`src/rtl/math_peak_34_if.sv`:
```
// Stream and result bundle for the windowed peak search.
// The master drives the sample stream; the slave is the peak-search core.
interface math_peak_34_if #(
  parameter int IW = 6
) ();
  logic              start;
  logic [33:0]       din;
  logic              din_vld;
  logic              busy;
  logic              dout_vld;
  logic [33:0]       peak;
  logic [IW-1:0]     peak_idx;
  logic [33+IW:0]    sum;

  modport master (
    output start, din, din_vld,
    input  busy, dout_vld, peak, peak_idx, sum
  );

  modport slave (
    input  start, din, din_vld,
    output busy, dout_vld, peak, peak_idx, sum
  );
endinterface

```
`src/rtl/math_peak_34.sv`:
```
// Windowed peak search: max, index of max and sum over 2^IW accepted magnitudes.
// Results register one ena-cycle after the last sample of a window.
module math_peak_34 #(
  parameter int IW = 6
) (
  input  logic          clk,
  input  logic          rst,
  input  logic          ena,
  math_peak_34_if.slave bus
);
  localparam int SW = 34 + IW;
  localparam logic [0:0]    S_IDLE = 1'b0;
  localparam logic [0:0]    S_ACC  = 1'b1;
  localparam logic [IW-1:0] LAST_IDX = {IW{1'b1}};

  logic [0:0]    state_q, state_d;
  logic [IW-1:0] cnt_q, cnt_d;
  logic [33:0]   run_max_q, run_max_d;
  logic [IW-1:0] run_idx_q, run_idx_d;
  logic [SW-1:0] run_sum_q, run_sum_d;
  logic [33:0]   peak_q, peak_d;
  logic [IW-1:0] peak_idx_q, peak_idx_d;
  logic [SW-1:0] sum_q, sum_d;
  logic          dout_vld_q, dout_vld_d;

  logic          take_max;
  logic          last_sample;
  logic [33:0]   acc_max;
  logic [IW-1:0] acc_idx;
  logic [SW-1:0] acc_sum;

  always_comb begin
    // First sample of a window always loads; afterwards only a strict increase does.
    take_max    = (cnt_q == '0) || (bus.din > run_max_q);
    acc_max     = take_max ? bus.din : run_max_q;
    acc_idx     = take_max ? cnt_q : run_idx_q;
    acc_sum     = run_sum_q + SW'(bus.din);
    last_sample = (state_q == S_ACC) && bus.din_vld && (cnt_q == LAST_IDX);

    state_d    = state_q;
    cnt_d      = cnt_q;
    run_max_d  = run_max_q;
    run_idx_d  = run_idx_q;
    run_sum_d  = run_sum_q;
    peak_d     = peak_q;
    peak_idx_d = peak_idx_q;
    sum_d      = sum_q;
    dout_vld_d = 1'b0;

    if (last_sample) begin
      // A start coinciding with the last sample opens an empty fresh window.
      peak_d     = acc_max;
      peak_idx_d = acc_idx;
      sum_d      = acc_sum;
      dout_vld_d = 1'b1;
      state_d    = bus.start ? S_ACC : S_IDLE;
      cnt_d      = '0;
      run_max_d  = '0;
      run_idx_d  = '0;
      run_sum_d  = '0;
    end else if (bus.start) begin
      state_d   = S_ACC;
      run_idx_d = '0;
      if (bus.din_vld) begin
        cnt_d     = IW'(1);
        run_max_d = bus.din;
        run_sum_d = SW'(bus.din);
      end else begin
        cnt_d     = '0;
        run_max_d = '0;
        run_sum_d = '0;
      end
    end else if ((state_q == S_ACC) && bus.din_vld) begin
      cnt_d     = cnt_q + IW'(1);
      run_max_d = acc_max;
      run_idx_d = acc_idx;
      run_sum_d = acc_sum;
    end
  end

  always_ff @(posedge clk) begin
    if (rst) begin
      state_q    <= S_IDLE;
      cnt_q      <= '0;
      run_max_q  <= '0;
      run_idx_q  <= '0;
      run_sum_q  <= '0;
      peak_q     <= '0;
      peak_idx_q <= '0;
      sum_q      <= '0;
      dout_vld_q <= 1'b0;
    end else if (ena) begin
      state_q    <= state_d;
      cnt_q      <= cnt_d;
      run_max_q  <= run_max_d;
      run_idx_q  <= run_idx_d;
      run_sum_q  <= run_sum_d;
      peak_q     <= peak_d;
      peak_idx_q <= peak_idx_d;
      sum_q      <= sum_d;
      dout_vld_q <= dout_vld_d;
    end
  end

  assign bus.busy     = (state_q == S_ACC);
  assign bus.dout_vld = dout_vld_q;
  assign bus.peak     = peak_q;
  assign bus.peak_idx = peak_idx_q;
  assign bus.sum      = sum_q;
endmodule

```
`src/flat_wrapper.sv`:
```
// flat-port wrapper written by rule: the top's interface ports become plain ports
module math_peak_34_flat 
#(
  parameter int IW = 6
)
  (clk, rst, ena, bus_start, bus_din, bus_din_vld, bus_busy, bus_dout_vld, bus_peak, bus_peak_idx, bus_sum);
  math_peak_34_if #(.IW(IW)) bus_i ();
  input  logic clk;
  input  logic rst;
  input  logic ena;
  input wire logic [$bits(bus_i.start)-1:0] bus_start;
  input wire logic [$bits(bus_i.din)-1:0] bus_din;
  input wire logic [$bits(bus_i.din_vld)-1:0] bus_din_vld;
  output wire logic [$bits(bus_i.busy)-1:0] bus_busy;
  output wire logic [$bits(bus_i.dout_vld)-1:0] bus_dout_vld;
  output wire logic [$bits(bus_i.peak)-1:0] bus_peak;
  output wire logic [$bits(bus_i.peak_idx)-1:0] bus_peak_idx;
  output wire logic [$bits(bus_i.sum)-1:0] bus_sum;
  assign bus_i.start = bus_start;
  assign bus_i.din = bus_din;
  assign bus_i.din_vld = bus_din_vld;
  assign bus_busy = bus_i.busy;
  assign bus_dout_vld = bus_i.dout_vld;
  assign bus_peak = bus_i.peak;
  assign bus_peak_idx = bus_i.peak_idx;
  assign bus_sum = bus_i.sum;
  math_peak_34 #(.IW(IW)) u_core (.clk(clk), .rst(rst), .ena(ena), .bus(bus_i));
endmodule
```
`config.mk`:
```
export PLATFORM = sky130hd
export DESIGN_NAME = math_peak_34_flat
export DESIGN_NICKNAME = d
export VERILOG_FILES = /design/src/rtl/math_peak_34_if.sv /design/src/rtl/math_peak_34.sv /design/src/flat_wrapper.sv
export SDC_FILE = /design/constraint.sdc
export NUM_CORES = 1
export LEC_CHECK = 0
export CAP_MARGIN = 20
export CORE_MARGIN = 5
export CORE_UTILIZATION = 45
export DETAILED_ROUTE_END_ITERATION = 12
export PLACE_DENSITY = 0.65
export SETUP_SLACK_MARGIN = 0.5
export SKIP_LAST_GASP = 1
export SYNTH_ARGS = -nofsm -noshare
export SYNTH_HDL_FRONTEND = slang
export SYNTH_SLANG_ARGS = --single-unit
```
`constraint.sdc`:
```
create_clock -name clk -period 3.4 [get_ports clk]
set_input_delay 0.34 -clock clk [delete_from_list [all_inputs] [get_ports clk]]
set_output_delay 0.34 -clock clk [all_outputs]
set_load 0.1 [all_outputs]
```
=== After elaboration in Yosys (flattened, before gate mapping) ===
Index checks and enable logic that the tools add are counted.

* Flip-flop bits (word level): 168
* Word-level logic and storage cells: 43
* Bits of input ports: 39
* Output and inout port bits: 82

* Order comparisons: 1
* Add/sub/neg operators: 2
* Reduce and logical (&&, ||, !) cells: 9
* Eq/ne operators: 1
* Muxes and demuxes: 21

{| class="wikitable"
|+ Operators with widths
! kind !! count
|-
| 34-bit two-way mux || 6
|-
| 40-bit two-way mux || 3
|-
| 6-bit two-way mux || 7
|-
| 40-bit by 34-bit adder with 40-bit output || 1
|-
| 34-bit greater-than comparator || 1
|-
| 6-bit by 1-bit adder with 6-bit output (second input constant) || 1
|-
| 6-bit == test (second input constant) || 1
|-
| 6-bit zero test || 1
|-
| 2-bit AND reduction || 3
|-
| 1-bit two-way mux || 5
|-
| 3-bit nonzero test || 1
|-
| 1-bit logical AND || 2
|-
| 2-bit nonzero test || 1
|-
| 1-bit logical OR || 1
|}

=== Logic depth before layout (Yosys ltp) ===
* Depth in word-level cells: 6
* Mapped depth: 12
* Depth with buffers taken out: 11

=== Worst setup path before layout ===
No wires, ideal clock.

* Path kind: input-to-reg
* Start point: input port bus_din[0]
* End point: register u_core.run_sum_q[34]
* Path slack: 850 ps
* Arrival: 2429 ps
* Library setup time: 122 ps
* Cell stages on the path: 12
* Buffers on the path: 1
* Required time: 3278 ps
* Path through: ha_1 -> inv_1 -> fa_1 -> nand2b_1 -> a21oi_1 -> o2111ai_2 -> a211oi_1 -> a211oi_2 -> o21ai_2 -> buf_6 -> nor3b_1 -> a221o_1

* Word-level cells in the longest chain between the ends: 4

{| class="wikitable"
|+ RTL lines
! what !! RTL line !! source
|-
| from (decl) || flat_wrapper.sv:12 || <nowiki>input wire logic [$bits(bus_i.din)-1:0] bus_din;</nowiki>
|-
| 40-bit by 34-bit adder with 40-bit output || math_peak_34.sv:37 || <nowiki>acc_sum = run_sum_q + SW'(bus.din);</nowiki>
|-
| 40-bit two-way mux || math_peak_34.sv:73 || <nowiki>end else if ((state_q == S_ACC) && bus.din_vld) begin</nowiki>
|-
| 40-bit two-way mux || math_peak_34.sv:61 || <nowiki>end else if (bus.start) begin</nowiki>
|-
| 40-bit two-way mux || math_peak_34.sv:50 || <nowiki>if (last_sample) begin</nowiki>
|-
| to (signal assigned) || math_peak_34.sv:97 || <nowiki>run_sum_q <= run_sum_d;</nowiki>
|-
| to (decl) || math_peak_34.sv:20 || <nowiki>logic [SW-1:0] run_sum_q, run_sum_d;</nowiki>
|}

No other way between the ends. The select of a mux whose other input is x is not followed.
A chain may end at the register's enable or synchronous reset.

=== Final worst setup path ===
* Start point: input port bus_din[4]
* End point: register u_core.run_sum_q[29]

Same word-level chain as after synthesis.

==> results.sh <==
export IMPL_worstSetupPathType="input pin to flop"
export IMPL_drt_vias_per_instance=6.28
export IMPL_vias=10401
export IMPL_wirelength_microns=34100
export IMPL_num_nets_final=1469
export IMPL_clkSlewWorstSetupHoldPaths_ns=0.07
export IMPL_yosys_most_used_dff="dfxtp_1"
export IMPL_overflow=0
export IMPL_drive_gt1_frac=0.147
export IMPL_grt_pass1_wl_microns=52300
export IMPL_cts_tree="built"
export IMPL_status="finished, final reports clean"
export IMPL_drt_antenna_violating_nets=0
export IMPL_finalHoldViolCount=0
export IMPL_path_cells="clkdlybuf4s50_1 > ha_1 > a21o_1 > a31oi_1 > a211o_1 > nand3_1 > a21oi_1 > buf_4 > xnor2_1 > a222oi_1 > nor2_1"
export IMPL_cts_sinks=168
export IMPL_cts_buffer_depth=2
export IMPL_critPathLaunchType="input pin"
export IMPL_nFillCells=2016
export IMPL_yosys_area_top_type_share=0.329
export IMPL_die_width_microns=161
export IMPL_synth_area_sq_mm=0.0102
export IMPL_ys_types=83
export IMPL_critPathMaxFanout=7
export IMPL_setup_viol=0
export IMPL_grt_pass1_vias=9720
export IMPL_io_buffers=120
export IMPL_synth_top_area_cell="dfxtp_1"
export IMPL_firstDrtPassIters=7
export IMPL_place_congestion=0.935
export IMPL_synth_seq_cells=168
export IMPL_grt_usage=0.246
export IMPL_grt_max_degree=76
export IMPL_diodes=0
export IMPL_htreeDepth=4
export IMPL_ir_worst_vdd_v=0.000321
export IMPL_syn_area_per_cell_sq_um=8.25
export IMPL_postSynthCellCount=1241
export IMPL_synth_async_reset_ratio=0
export IMPL_dieArea_sq_mm=0.0259
export IMPL_cap_violations=0
export IMPL_fin_tns_setup_ns=0
export IMPL_drc=0
export IMPL_seq_area_frac_synth=0.329
export IMPL_place_ws_ns=-0.0194
export IMPL_die_h_microns=161
export IMPL_setup_slack_ns=0.538
export IMPL_dp_hpwl_microns=22900
export IMPL_io_pins=121
export IMPL_cts_buffers=17
export IMPL_worstMarginPinSlew_ns=0.999
export IMPL_syn_to_final_growth_pct=26.8
export IMPL_finalMaxSlewViolations=0
export IMPL_core_sq_mm=0.0225
export IMPL_critPathCaptureType="flop"
export IMPL_hold_class="input pin to flop"
export IMPL_place_area_sq_mm=0.0120
export IMPL_cp_top_family="compound AO/OA/AOI/OAI gates"
export IMPL_final_period_utilization=0.842
export IMPL_clkLatencyLatePin_ns=0.43
export IMPL_antenna_found_initial=0
export IMPL_cp_data_required_time_ns=3.69
export IMPL_crit_arrival_ns=3.15
export IMPL_synth_edf_count=0
export IMPL_rows=55
export IMPL_fin_area_sq_mm=0.0130
export IMPL_max_stage_delay_ns=0.47
export IMPL_dr_first_iter_drc_count=947
export IMPL_yosys_top_cells_count="dfxtp_1, nor2_1, nand2_1"
export IMPL_power_density_mw_per_mm2=390
export IMPL_total_power_mw=5.06
export IMPL_holdWs_ns=0.361
export IMPL_root_buffer="clkbuf_16"
export IMPL_fmax_ghz=0.349
export IMPL_max_slew_margin_rel=0.332
export IMPL_initial_utilization=0.455
export IMPL_syn_num_nets=1351
export IMPL_power_leakage_nw=4.74
export IMPL_fin_crit_ns=2.86
export IMPL_fin_skew_ns=0.0112
export IMPL_cp_buffers_inverters=2
export IMPL_yosys_cell_count_top_type="dfxtp_1"
export IMPL_synth_warning_count=0
export IMPL_wl_per_cell_microns=20.6
export IMPL_synth_area_leaders="dfxtp_1, ha_1, a21oi_1, nor2_1, nand2_1"
export IMPL_cp_slowest_cell="clkdlybuf4s50_1"
export IMPL_grt_setup_unrepaired="yes"
cells by family (layout without fill, tap and decap cells):
family,after synthesis,in the layout,synth area share
compound gates,460,460,0.329
xor+xnor,26,26,0.0223
fa+ha+maj,71,71,0.0875
buf+inv,158,286,0.0672
flops,168,168,0.329
mux,2,2,0.00196
simple gates,356,357,0.163
sequential cells by signal, summed over array words and instances (netlist names):
name	flops
u_core.run_idx_q	6
u_core.bus.peak	34
u_core.bus.peak_idx	6
u_core.bus.sum	40
u_core.run_max_q	34
u_core.bus.busy	1
u_core.run_sum_q	40
u_core.bus.dout_vld	1
u_core.cnt_q	6
layout by cell type (no fill, tap or decap), drive strengths merged, types with 9 or more instances in the layout:
cell,instances
a211oi,18
a21o,30
a21oi,93
a222oi,26
a22oi,44
a311oi,39
a31oi,10
buf,85
clkbuf,27
clkdlybuf4s50,114
dfxtp,168
ha,70
inv,46
nand2,98
nand3,48
nand4,19
nor2,110
nor3,19
nor4,9
o211ai,36
o21ai,61
o21bai,15
o311ai,37
xnor2,17
xor2,9
final timing paths:
path         slack (ns)              endpoint            startpoint  depth (start not counted)
max                0.54  u_core.run_sum_q[29]            bus_din[4]                         11
min                0.36       u_core.bus.busy                   rst                          2
max reg2reg        0.55   u_core.bus.peak[14]  u_core.run_max_q[23]                         11
min reg2reg        0.45    u_core.bus.sum[30]    u_core.bus.sum[30]                          2
layer usage:
| metal | wire, microns | track usage | vias up |
|---|---|---|---|
| li1 | - | - | 4945 |
| met1 | 15600 | 0.348 | 5023 |
| met2 | 15900 | 0.397 | 380 |
| met3 | 1970 | 0.0313 | 53 |
| met4 | 697 | 0.0698 | 0 |
| met5 | 0 | 0 | - |
through the flow:
step | instances | util
finish | 1655 | 0.577
detailed placement | 1609 | 0.531
floorplan | 1241 | -
global route | 1655 | 0.577
global placement | 1609 | 0.531
CTS | 1639 | 0.555
worst register-to-register path: cells and delay by family (launching register included):
family          cells  cell delay (ns)
simple gates        3             1.04
compound gates      5             0.83
flops               1             0.35
buf+inv             2             0.28
fa+ha+maj           1             0.27
final cells by class:
cell class                 instances  area [sq um]  area share
multi-input combinational        916          6480       0.499
sequential                       168          3370       0.260
timing repair buffer             210          2080       0.161
clock buffer                      21           440      0.0339
tap                              285           357      0.0275
inverter                          46           173      0.0133
clock inverter                     9          80.1     0.00617
power by group:
group,internal [mW],switching (mW),leakage (nW)
Sequential,2.02,0.0395,1.36
Combinational,0.468,0.709,3.13
Clock,0.994,0.828,0.245
timing repair:
action | CTS | global route
setup endpoints to repair | 5 | 97
hold buffers | 0 | 0
resized for setup | 2 | 66
setup buffers | 0 | 8
pin swaps | 0 | 33
gates cloned | 0 | 8
No activity file was read; power rests on OpenSTA's default activity.
